**config.mk**
```make
export PLATFORM = sky130hd
export DESIGN_NAME = sys_arr_psum_deskew
export DESIGN_NICKNAME = d
export VERILOG_FILES = /design/src/rtl/sys_arr_psum_deskew.sv
export SDC_FILE = /design/constraint.sdc
export NUM_CORES = 1
export LEC_CHECK = 0
export BUFFER_PORTS_ARGS = -buffer_cell sky130_fd_sc_hd__clkbuf_2
export CAP_MARGIN = 20
export CELL_PAD_IN_SITES_DETAIL_PLACEMENT = 1
export CELL_PAD_IN_SITES_GLOBAL_PLACEMENT = 1
export CORE_ASPECT_RATIO = 0.8
export CORE_MARGIN = 5
export CORE_UTILIZATION = 40
export CTS_CLUSTER_DIAMETER = 60
export DETAILED_ROUTE_END_ITERATION = 6
export HOLD_SLACK_MARGIN = 0.1
export PLACE_DENSITY = 0.7
export REMOVE_ABC_BUFFERS = 1
export SYNTH_ARGS = -nofsm -noshare
export SYNTH_HDL_FRONTEND = slang
export SYNTH_SLANG_ARGS = --single-unit
```
**constraint.sdc**
```tcl
create_clock -name clk -period 25 [get_ports clk]
set_clock_uncertainty 0.1 [all_clocks]
set_input_delay 3.75 -clock clk [delete_from_list [all_inputs] [get_ports clk]]
set_output_delay 3.75 -clock clk [all_outputs]
set_load 0.02 [all_outputs]
```
**src/rtl/sys_arr_psum_deskew.sv**
```systemverilog
// sys_arr_psum_deskew
//   Output deskew and buffering stage for the systolic array. The last PE row
//   emits partial sums staggered in time: lane k of a result row appears k
//   cycles after lane 0. Each lane is delayed so that the whole row lines up
//   in one cycle. Aligned rows, tagged with end-of-tile framing, are queued in
//   a small FIFO and handed downstream with a valid/ready handshake. The array
//   cannot be stalled, so a row arriving at a full FIFO is dropped and a
//   sticky overflow flag is raised.
//
// Ports
//   clk         rising-edge clock
//   rst         asynchronous active-high reset, clears all control and pipeline state
//   in_valid    lane 0 of a result row is on psum_in this cycle
//   psum_in     N lanes of PSUM_BW signed bits, lane k at [k*PSUM_BW +: PSUM_BW]
//   out_valid   FIFO head holds an aligned row
//   out_ready   downstream accepts the head when out_valid && out_ready
//   out_data    aligned row (same lane packing), zero when out_valid is low
//   out_last    head row is the final row of its tile, zero when out_valid is low
//   fifo_count  current FIFO occupancy
//   overflow    sticky flag: a row was dropped on a full FIFO
//   ovf_clr     synchronous clear of overflow (a coincident drop wins)
module sys_arr_psum_deskew #(
  parameter int N          = 8,
  parameter int PSUM_BW    = 19,
  parameter int FIFO_DEPTH = 4
) (
  input  logic                            clk,
  input  logic                            rst,
  input  logic                            in_valid,
  input  logic [N*PSUM_BW-1:0]            psum_in,
  output logic                            out_valid,
  input  logic                            out_ready,
  output logic [N*PSUM_BW-1:0]            out_data,
  output logic                            out_last,
  output logic [$clog2(FIFO_DEPTH):0]     fifo_count,
  output logic                            overflow,
  input  logic                            ovf_clr
);

  localparam int AW    = $clog2(FIFO_DEPTH);
  localparam int CW    = AW + 1;
  localparam int RW    = (N > 1) ? $clog2(N) : 1;
  localparam int ROW_W = N * PSUM_BW;

  // ---------------------------------------------------------------------------
  // Stage p0: per-lane deskew. Lane k is delayed N-1-k cycles so every lane of
  // a row lands in the same cycle as lane N-1, which is used straight from the
  // input.
  // ---------------------------------------------------------------------------
  logic [ROW_W-1:0] row_p0;

  for (genvar k = 0; k < N; k++) begin : g_lane
    localparam int D = N - 1 - k;
    if (D == 0) begin : g_pass
      assign row_p0[k*PSUM_BW +: PSUM_BW] = psum_in[k*PSUM_BW +: PSUM_BW];
    end else begin : g_dly
      logic signed [PSUM_BW-1:0] dly_p0 [D];
      always_ff @(posedge clk or posedge rst) begin
        if (rst) begin
          for (int i = 0; i < D; i++) dly_p0[i] <= '0;
        end else begin
          dly_p0[0] <= psum_in[k*PSUM_BW +: PSUM_BW];
          for (int i = 1; i < D; i++) dly_p0[i] <= dly_p0[i-1];
        end
      end
      assign row_p0[k*PSUM_BW +: PSUM_BW] = dly_p0[D-1];
    end
  end

  // in_valid marks lane 0 only; delaying it N-1 cycles gives the aligned-valid.
  logic [N-2:0] vld_dly_p0;
  logic         vld_p0;

  always_ff @(posedge clk or posedge rst) begin
    if (rst) begin
      vld_dly_p0 <= '0;
    end else begin
      vld_dly_p0[0] <= in_valid;
      for (int i = 1; i < N - 1; i++) vld_dly_p0[i] <= vld_dly_p0[i-1];
    end
  end

  assign vld_p0 = vld_dly_p0[N-2];

  // Tile framing: every aligned row advances the counter, including dropped
  // rows, so a drop never shifts the position of the last-row tag.
  logic [RW-1:0] row_cnt;
  logic          last_p0;

  assign last_p0 = (row_cnt == RW'(N - 1));

  always_ff @(posedge clk or posedge rst) begin
    if (rst) begin
      row_cnt <= '0;
    end else if (vld_p0) begin
      row_cnt <= last_p0 ? '0 : row_cnt + RW'(1);
    end
  end

  // ---------------------------------------------------------------------------
  // Stage p1: aligned-row FIFO. A read frees a slot on the same edge, so a
  // full FIFO still accepts a row when the head is popped simultaneously.
  // ---------------------------------------------------------------------------
  logic [ROW_W:0]  mem_p1 [FIFO_DEPTH];
  logic [AW-1:0]   wr_ptr;
  logic [AW-1:0]   rd_ptr;
  logic [CW-1:0]   count;
  logic            full;
  logic            do_read;
  logic            do_write;
  logic            drop;
  logic            ovf_q;
  logic [ROW_W:0]  head_p1;

  assign full     = (count == CW'(FIFO_DEPTH));
  assign do_read  = out_valid && out_ready;
  assign do_write = vld_p0 && (!full || do_read);
  assign drop     = vld_p0 && full && !do_read;

  // Storage carries no reset: its contents are only observed through the
  // count-qualified output mux.
  always_ff @(posedge clk) begin
    if (do_write) mem_p1[wr_ptr] <= {last_p0, row_p0};
  end

  always_ff @(posedge clk or posedge rst) begin
    if (rst) begin
      wr_ptr <= '0;
      rd_ptr <= '0;
      count  <= '0;
      ovf_q  <= 1'b0;
    end else begin
      if (do_write) wr_ptr <= wr_ptr + AW'(1);
      if (do_read)  rd_ptr <= rd_ptr + AW'(1);
      case ({do_write, do_read})
        2'b10:   count <= count + CW'(1);
        2'b01:   count <= count - CW'(1);
        default: count <= count;
      endcase
      // A drop on the same edge as a clear leaves the flag set.
      if (drop)         ovf_q <= 1'b1;
      else if (ovf_clr) ovf_q <= 1'b0;
    end
  end

  // ---------------------------------------------------------------------------
  // Output: head of FIFO, driven only from registered state.
  // ---------------------------------------------------------------------------
  assign head_p1    = mem_p1[rd_ptr];
  assign out_valid  = (count != '0);
  assign out_data   = out_valid ? head_p1[ROW_W-1:0] : '0;
  assign out_last   = out_valid ? head_p1[ROW_W] : 1'b0;
  assign fifo_count = count;
  assign overflow   = ovf_q;

endmodule

```
==> run summary <==
Worst stage delay on the critical path - 0.93 ns
Design area - 0.0442 mm2
DR iter-0 viols - 910
Fin crit share - 32.8%
Crit path top cell by count - buf_4
Pin count of the biggest net entering global routing - 151
Drc violations - 0
CTS tree - done
WHS Endpoint - g_lane[0].g_dly.dly_p0[101]
Layout cells sized above 1 - 33.1%
Final Hold Viols - 0
CP max FO - 43
Ports - 315
Die ar. - 0.0995 mm2
Nets@finish - 2125
Initial antenna violation count - 5
Vias - 15.6k
Initial Util - 40.2%
Buffers on Ports - 314
Pwr/cell area - 123 mW/mm2
# Max-Cap Violations - 0
Final setup viols - 0
R2R depth - 5
Average size of a mapped cell - 23.9 um2
Area growth syn-to-layout - 18.5%
Filler Cell Count - 8358
Total routing usage reported by global routing - 14.4%
Crit Path Class - flop to output port
Worst reg-to-reg setup slack - 21.55 ns
Post-synth EDFFs - 612
Max-slew violation count - 0
FFs w/ async S/R, synth - 47.3%
Leakage - 16.9 nW
Chip Width - 351 um
CP startpoint kind - flop
Drt wl/cell - 21.3 um
Slowest CP cell - dfrtp_4
Unique masters post-synth - 24
Root Buffer - clkbuf_16
Die H - 283 um
CP required - 21.15 ns
Post-cts resize count - 0
Post-synthesis register bit count - 1162
Row count - 100
Largest cells by area after synthesis - edfxtp_1 49%, dfrtp_1 37%, mux4_2 9.2%
Worst-margin pin slew - 1.04 ns
Status - finished clean
Clk Latency, worst-skew pair - 0.67 ns
Vias in the first global route - 18.0k
Total negative slack - 0 ns
Peak VDD IR - 66.2 uV
CTS max path bufs - 3
Register area share after synthesis - 86.2%
Htree depth - 3
Synth top area share - 49.3%
Antenna Nets Post-Route - 0
Hold-fix buffers, CTS - 0
Highest clock rate - 122 MHz
Fin crit period - 8.20 ns
Hold depth - 0
Multi-input logic area - 0.00471 mm2
Worst hold margin - 0.214 ns
Setup crit end kind - output port
Worst endpoint data arrival time - 4.35 ns
Drt total wl - 70200 um
Detailed placement HPWL - 40500 um
Sequential Area - 0.0321 mm2
Synth Instances - 1561
Hold Crit Start - g_lane[0].g_dly.dly_p0[120]
Count leader, synth - edfxtp_1
Worst slew margin - 30.6%
Clk slew on worst S/H paths - 0.06 ns
Total grt overflow - 0
Final Wtd Congestion - 0.677
R2R Path End - mem_p1[0][123]
Hold WC Path Type - flop to flop
Critical Path, Cell by Cell - buf_4, buf_4, mux4_2, and2_1, clkbuf_2
Yosys warns - 0
CTS Buf Count - 112
Dpl cell area - 0.0402 mm2
Core area - 0.0927 mm2
First-pass GRT wire length - 110000 um
Mapped Area - 0.0373 mm2
DRT Pass-1 Iters - 6
Leading area contributor after synthesis - edfxtp_1
RSZ-0062 raised after global routing - false
Clk sink count - 1162
Post-CTS Setup Repair Bufs - 0
Top FF cell, synth - edfxtp_1
List of most frequent post-synthesis cells - 612 x edfxtp_1, 550 x dfrtp_1, 158 x and2_1
Worst reg2reg startpoint - fifo_count[2]
Avg Vias per Cell - 4.74
metal layers:
layer	global-route usage [%]	up-vias	share of wire, %
met4	3.67	0	2.0
li1	-	6661	-
met5	0	-	0
met3	3.07	102	5.3
met2	23.6	368	50
met1	19.7	8463	42
cells by family after synthesis:
group                      synth area share [%]
AOI/OAI and AO/OA                        0.0268
and+or+nand+nor                            2.77
adders and majority gates                 0.289
DFF                                        86.2
muxes                                      9.36
xor gates and xnor gates                  0.141
buffers and inverters                      1.21
worst max-delay path by stage:
| stage | startpoint | endpoint | slack, ns | cells past startpoint |
|---|---|---|---|---|
| detailed placement | rd_ptr[0] | out_data[108] | 17.33 | 5 |
| global placement | rd_ptr[0] | out_data[28] | 17.36 | 5 |
| finish | rd_ptr[0] | out_data[28] | 16.80 | 5 |
| floorplan | rst | fifo_count[0] | 5.77 | 1 |
| global route | rd_ptr[0] | out_data[28] | 16.39 | 5 |
| CTS | rd_ptr[0] | out_data[28] | 16.58 | 5 |
layout by cell type (no fill, tap or decap), types with 4 or more instances in the layout:
cell | synthesis | routed
and2_1 | 158 | 154
and2_4 | 0 | 4
buf_4 | 0 | 19
bufinv_16 | 0 | 10
clkbuf_1 | 18 | 25
clkbuf_16 | 0 | 116
clkbuf_2 | 0 | 314
clkbuf_8 | 0 | 16
clkinv_1 | 0 | 8
clkinv_16 | 0 | 4
clkinv_2 | 0 | 17
clkinvlp_4 | 0 | 5
dfrtp_1 | 550 | 548
diode_2 | 0 | 7
edfxtp_1 | 612 | 612
ha_1 | 7 | 7
inv_1 | 9 | 8
inv_6 | 0 | 5
mux4_2 | 153 | 153
metrics by stage:
step	util (%)	cells	total power [mW]	setup slack, ns
2_1_floorplan	-	1510	3.40	5.77
3_3_place_gp	43.3	3068	3.74	17.36
3_5_place_dp	43.3	3068	3.78	17.33
4_1_cts	47.6	3282	5.54	16.58
5_1_grt	47.6	3284	5.71	16.39
6_report	47.6	3291	5.43	16.80
worst max-delay path: cells and delay by family (launching register included):
kind          cells  cell delay, ns
buf+inv           3            1.76
flops             1            0.93
mux               1            0.60
simple gates      1            0.18
registers in the layout, summed over array words and instances (netlist names):
| name | count |
|---|---|
| mem_p1 | 612 |
| g_lane.g_dly.dly_p0 | 532 |
| vld_dly_p0 | 7 |
| fifo_count | 3 |
| row_cnt | 3 |
| rd_ptr | 2 |
| wr_ptr | 2 |
| overflow | 1 |
power breakdown:
| part | switching (mW) | internal, mW | total [mW] |
|---|---|---|---|
| Sequential | 0.105 | 2.30 | 2.40 |
| Combinational | 0.784 | 0.513 | 1.30 |
| Clock | 0.720 | 1.01 | 1.73 |
| Total | 1.61 | 3.82 | 5.43 |
layout make-up:
class | instances | area share, %
clock inverters | 57 | 1.62
diodes | 7 | 0.0397
multi-input cells | 339 | 10.7
well taps | 1224 | 3.47
repair buffers | 336 | 4.05
clock buffers | 157 | 7.28
inverters | 9 | 0.0935
flip-flops and latches | 1162 | 72.8
Note: power is estimated with default switching activity, not from simulation.
